File: src/rtl/misc_pipe.sv
// misc_pipe: three-stage arithmetic pipeline with valid/ready handshake and
// one global stall. Stage 1 forms sums/differences, stage 2 the products,
// and stage 3 the two output results.
//
// Parameters:
//   NA  width of A, C, XOUT1, XOUT2 (4..32)
//   NB  width of B (1..NA), zero-extended to NA bits wherever used
// Ports:
//   CLK        rising-edge clock
//   RST        synchronous active-high reset
//   A, B, C    operands, taken when IN_VALID & IN_READY
//   IN_VALID   operands valid this cycle
//   IN_READY   pipeline advances this cycle (also 1 during reset)
//   OUT_VALID  XOUT1/XOUT2 hold a result
//   OUT_READY  consumer takes the result this cycle
//   XOUT1      (na - ((m1-1) - (na+m3))) + zz, modulo 2^NA
//   XOUT2      na + C + 5, wrapped to NA bits (saturated when
//              MISC_PIPE_SAT_EN is defined)
//   OVF        sticky: some result's XOUT2 sum exceeded 2^NA-1
// Build option: define MISC_PIPE_SAT_EN to saturate XOUT2 instead of wrapping.
module misc_pipe #(
  parameter int unsigned NA = 8,
  parameter int unsigned NB = 4
) (
  input  logic          CLK,
  input  logic          RST,
  input  logic [NA-1:0] A,
  input  logic [NB-1:0] B,
  input  logic [NA-1:0] C,
  input  logic          IN_VALID,
  output logic          IN_READY,
  output logic          OUT_VALID,
  input  logic          OUT_READY,
  output logic [NA-1:0] XOUT1,
  output logic [NA-1:0] XOUT2,
  output logic          OVF
);

  localparam logic [NA:0]   CS_OFS  = (NA+1)'(5);
  localparam logic [NA-1:0] AEQ_VAL = {1'b0, {(NA-1){1'b1}}};

  // Single stall condition shared by every stage.
  logic adv;
  assign adv      = OUT_READY | ~OUT_VALID;
  assign IN_READY = RST | adv;

  // Stage 1 combinational terms
  logic [NA-1:0] b_ext, sum_ab, dif_ab;
  logic          sel;
  always_comb begin
    b_ext  = NA'(B);
    sum_ab = A + b_ext;
    dif_ab = A - b_ext;
    sel    = A > b_ext;
  end

  // Stage 1 registers; sel is consumed here, folded into p0/p1.
  logic          v1, aeq1;
  logic [NA-1:0] nb1, na1, p0_1, p1_1, ab1;
  logic [NA:0]   cs1;

  always_ff @(posedge CLK) begin
    if (RST) begin
      v1 <= 1'b0;
    end else if (adv) begin
      v1 <= IN_VALID;
      if (IN_VALID) begin
        nb1  <= sum_ab;
        na1  <= dif_ab;
        p0_1 <= sel ? sum_ab : dif_ab;
        p1_1 <= sel ? A : sum_ab;
        cs1  <= {1'b0, C} + CS_OFS;
        aeq1 <= (A == AEQ_VAL);
        ab1  <= A * b_ext;
      end
    end
  end

  // Stage 2 registers
  logic          v2;
  logic [NA-1:0] na2, m1, m3, zz;
  logic [NA+1:0] s2;

  always_ff @(posedge CLK) begin
    if (RST) begin
      v2 <= 1'b0;
    end else if (adv) begin
      v2 <= v1;
      if (v1) begin
        na2 <= na1;
        m1  <= na1 * nb1;
        m3  <= nb1 * NA'(3);
        zz  <= aeq1 ? ab1 : p0_1 * p1_1;
        s2  <= {2'b00, na1} + {1'b0, cs1};
      end
    end
  end

  // Stage 3 combinational results
  logic [NA-1:0] x1_next, x2_next;
  logic          s2_ovf;
  always_comb begin
    s2_ovf  = |s2[NA+1:NA];
    x1_next = (na2 - ((m1 - NA'(1)) - (na2 + m3))) + zz;
`ifdef MISC_PIPE_SAT_EN
    x2_next = s2_ovf ? '1 : s2[NA-1:0];
`else
    x2_next = s2[NA-1:0];
`endif
  end

  // Output register: loads only with a real result, so XOUT1/XOUT2 keep
  // their last value while bubbles pass through.
  always_ff @(posedge CLK) begin
    if (RST) begin
      OUT_VALID <= 1'b0;
      XOUT1     <= '0;
      XOUT2     <= '0;
      OVF       <= 1'b0;
    end else if (adv) begin
      OUT_VALID <= v2;
      if (v2) begin
        XOUT1 <= x1_next;
        XOUT2 <= x2_next;
        if (s2_ovf) OVF <= 1'b1;
      end
    end
  end

endmodule
File: config.mk
export PLATFORM = sky130hd
export DESIGN_NAME = misc_pipe
export DESIGN_NICKNAME = d
export VERILOG_FILES = /design/src/rtl/misc_pipe.sv
export SDC_FILE = /design/constraint.sdc
export NUM_CORES = 1
export LEC_CHECK = 0
export BUFFER_PORTS_ARGS = -buffer_cell sky130_fd_sc_hd__buf_2
export CORE_AREA = 2 2 141 143
export CTS_BUF_LIST = sky130_fd_sc_hd__clkbuf_4 sky130_fd_sc_hd__clkbuf_8
export CTS_CLUSTER_DIAMETER = 100
export DETAILED_ROUTE_END_ITERATION = 10
export DIE_AREA = 0 0 143 145
export PLACE_DENSITY = 0.55
export SLEW_MARGIN = 20
export SYNTH_ARGS = -nofsm -noshare
export SYNTH_HDL_FRONTEND = slang
export SYNTH_SLANG_ARGS = --single-unit
File: constraint.sdc
create_clock -name CLK -period 5.5 [get_ports CLK]
set_input_delay 0.55 -clock CLK [delete_from_list [all_inputs] [get_ports CLK]]
set_output_delay 0.55 -clock CLK [all_outputs]
set_load 0.1 [all_outputs]
==> metrics.csv <==
stage,metric,value,unit
synth,synth top area cells,"edfxtp_1 34%, fa_1 13%, ha_1 12%",
finish,fin nets,897,
sta,final setup TNS,0,ns
grt,vias in the first global route,4820,
sta,fmax,242,MHz
status,status,"complete, no violations",
placed_design,Routability Congestion,0.887,
hold_path,Hold Crit Class,input port to flip-flop,
critical_path,worst-case reg-to-reg path depth,14,
critical_path,reg2reg start,nb1[0],
synth,post-synthesis sequential area ratio,39.6,%
sta,Setup Skew,0.0125,ns
grt,initial antenna violation count,0,
drt,Antenna Nets Post-Route,0,
placed_design,port bufs,42,
synth,"FFs w/ async S/R, synth",0,%
grt,largest net degree at the start of global routing,50,
sta,period utilization,75.1,%
floorplanning,Ports,43,
synth,syn_area_per_cell,10.6,um2
drt,highest routing layer actually used,met4,
synth,Cell variety after synth,46,
clock_network,Root Buffer,clkbuf_8,
grt,grt total ovfl,0,
clock_network,# clock sinks,107,
drt,met3 wire len,424,um
synth,Synth top area share,34.3,%
critical_path,CP required,5.63,ns
drt,WL/cell,14.1,um
synth,Mapped Area,7610,um2
grt,overall global routing resource usage,14.8,%
sta,Setup-failing EPs final,0,
pwr,maximum vdd drop,0.0982,mV
critical_path,Worst R2R Setup Slack,1.37,ns
drt,WL met1,6780,um
grt,first-pass GRT wire length,24100,um
finish,post-route cell area,8260,um2
critical_path,Critical Path AT,4.27,ns
clock_network,largest buffer count on any clock path,2,
drt,drt total wl,14400,um
floorplanning,Row Count,51,
drt,metal2 WL,6930,um
floorplanning,Core ar.,19200,um2
synth,Syn Nets,861,
placed_design,post-DP HPWL,11400,um
drt,iteration count of the initial detailed-routing pass,5,
sta,Final Hold Fails,0,
critical_path,Crit Reg-Reg Endpoint,zz[7],
floorplanning,Initial Util,39.6,%
job,max-cap viol count,0,
hold_path,hold_sp,C[0],
synth,Ys Warns,0,
drt,drt via density,4.69,
synth,Gate Count Post-Synth,716,
synth,post-synth top area cell,edfxtp_1,
sta,Rel. slew slack,42.1,%
finish,# diodes,0,
critical_path,Crit Path Max Fanout,23,
critical_path,Setup CP Type,flip-flop to flip-flop,
hold_path,hold path depth,2,
placed_design,area post-placement,8070,um2
sta,worst-margin pin slew,0.869,ns
clock_network,Post-CTS Setup Bufs,0,
clock_network,clk slew on worst S/H paths,0.11,ns
clock_network,cts repair resizes,0,
clock_network,CTS buffer count,9,
clock_network,CTS tree,yes,
sta,RSZ-0062 raised after global routing,no,
pwr,Cell Pwr Density,274,nW/um2
synth,Yosys reg bits,107,
sta,fin crit period,4.13,ns
floorplanning,die area,20700,um2
clock_network,cts hold-fix bufs,0,
sta,Final Max Slew Viols,0,
critical_path,startpoint types,flip-flop,
drt,Vias,4795,
pwr,LEAKAGE,0.00363,uW
critical_path,CP Capture Type,flip-flop,
floorplanning,Die H,145,um
finish,Area Overhead vs Synth,8.57,%
finish,proportion of layout cells with a drive suffix above 1,9.64,%
clock_network,H-tree depth,3,
floorplanning,Die X,143,um
drt,DRC Markers,0,
synth,top_reg_cell synth,edfxtp_1,
pwr,Final Power,2270,uW
clock_network,Clock Latency Late Sink,0.40,ns
hold_path,WHS Endpoint,cs1[0],
synth,Post-synth EDFFs,87,
drt,DR iter-0 viols,192,
-- layer usage --
layer  vias up  track usage (%)
met2        70             24.6
met1      2299             19.4
li1       2406                -
met4         0             5.15
met5         -                0
met3        20             2.41
-- layout by cell type (no fill, tap or decap), types with 2 or more instances in the layout --
master and n:
nand3b_1 2, o21a_1 3, a21o_1 12, ha_1 73, dfxtp_1 20, mux2_2 3, inv_8 5, a21oi_2 2
nand4_1 3, clkbuf_8 9, or4_1 3, a211oi_1 3, and2_1 37, mux2_4 2, nor3_1 4, nand2_1 89
nand4b_1 2, edfxtp_1 87, o2111ai_1 2, buf_2 42, xnor2_1 61, inv_1 109, o21ai_1 3, nand2b_1 6
fa_1 48, nor2b_1 7, o21ai_0 18, xor2_1 19, nand3_1 2, nor2_1 24, o21bai_1 7, a21oi_1 34
-- layout make-up --
class	count	area, um2
fillers	1851	10900
inverters	109	409
clock inverters	7	67.6
flip-flops and latches	107	3010
clock buffers	9	124
repair buffers	42	210
multi-input cells	483	4100
well taps	265	332
-- metrics by stage --
stage / cells / setup slack (ns) / util, % / hold slack [ns]
after global routing: 1022 / 1.13 / 43.0 / 0.385
after detailed placement: 1006 / 1.37 / 42.0 / 0.442
after CTS: 1022 / 1.35 / 43.0 / 0.390
after global placement: 1006 / 1.42 / 42.0 / 0.425
after floorplan: 716 / 1.55 / - / 0.418
final: 1022 / 1.37 / 43.0 / 0.414
-- worst max path at each step --
stage	startpoint	to	slack (ns)	cells after the start
6_report	nb1[0]	zz[7]	1.37	14
5_1_grt	nb1[0]	zz[7]	1.13	14
4_1_cts	nb1[0]	zz[7]	1.35	14
3_5_place_dp	nb1[0]	zz[7]	1.37	14
3_3_place_gp	nb1[0]	zz[7]	1.42	14
2_1_floorplan	nb1[0]	zz[7]	1.55	16
-- worst max-delay path, stage by stage, from the launching register on --
cell and delay [ns]:
edfxtp_1 0.83, nand2_1 0.17, fa_1 0.44, inv_1 0.08, fa_1 0.39, ha_1 0.28
inv_1 0.05, fa_1 0.53, inv_1 0.04, ha_1 0.33, a21o_1 0.19, a21oi_1 0.17
xnor2_1 0.15, xnor2_1 0.13, o21ai_0 0.08
-- registers in the layout, summed over array words and instances, names as in the netlist, 8 cells and up --
signal  cells
zz          8
cs1         9
XOUT1       8
s2         10
ab1         8
nb1         8
p1_1        8
XOUT2       8
-- synthesized netlist by cell type, drive strengths merged (2+ instances only) --
cell / n
nand4b: 2
nand3b: 2
inv: 109
o21bai: 8
a21o: 13
nor2b: 7
a21oi: 36
o21a: 3
nand2b: 6
nand3: 2
nand4: 3
xor2: 19
a211oi: 3
edfxtp: 87
o2111ai: 2
dfxtp: 20
clkbuf: 12
fa: 48
ha: 73
nor3: 4
or4: 3
nor2: 24
and2: 39
mux2: 5
xnor2: 61
o21ai: 22
buf: 4
nand2: 89
-- kinds of logic after synthesis --
kind of cell             synth area share (%)
XOR/XNOR                                 9.21
adder cells (fa/ha/maj)                  24.6
AND/OR/NAND/NOR                          11.8
flip-flops                               39.6
AO/OA/AOI/OAI                            7.44
buffers and inverters                    6.50
multiplexers                            0.839
-- power breakdown --
part	switching (uW)	total, uW	internal, uW
clock	302	483	180
sequential	42.4	1010	963
combinational	442	778	336
total	787	2270	1480
Note: power is estimated with default switching activity, not from simulation.
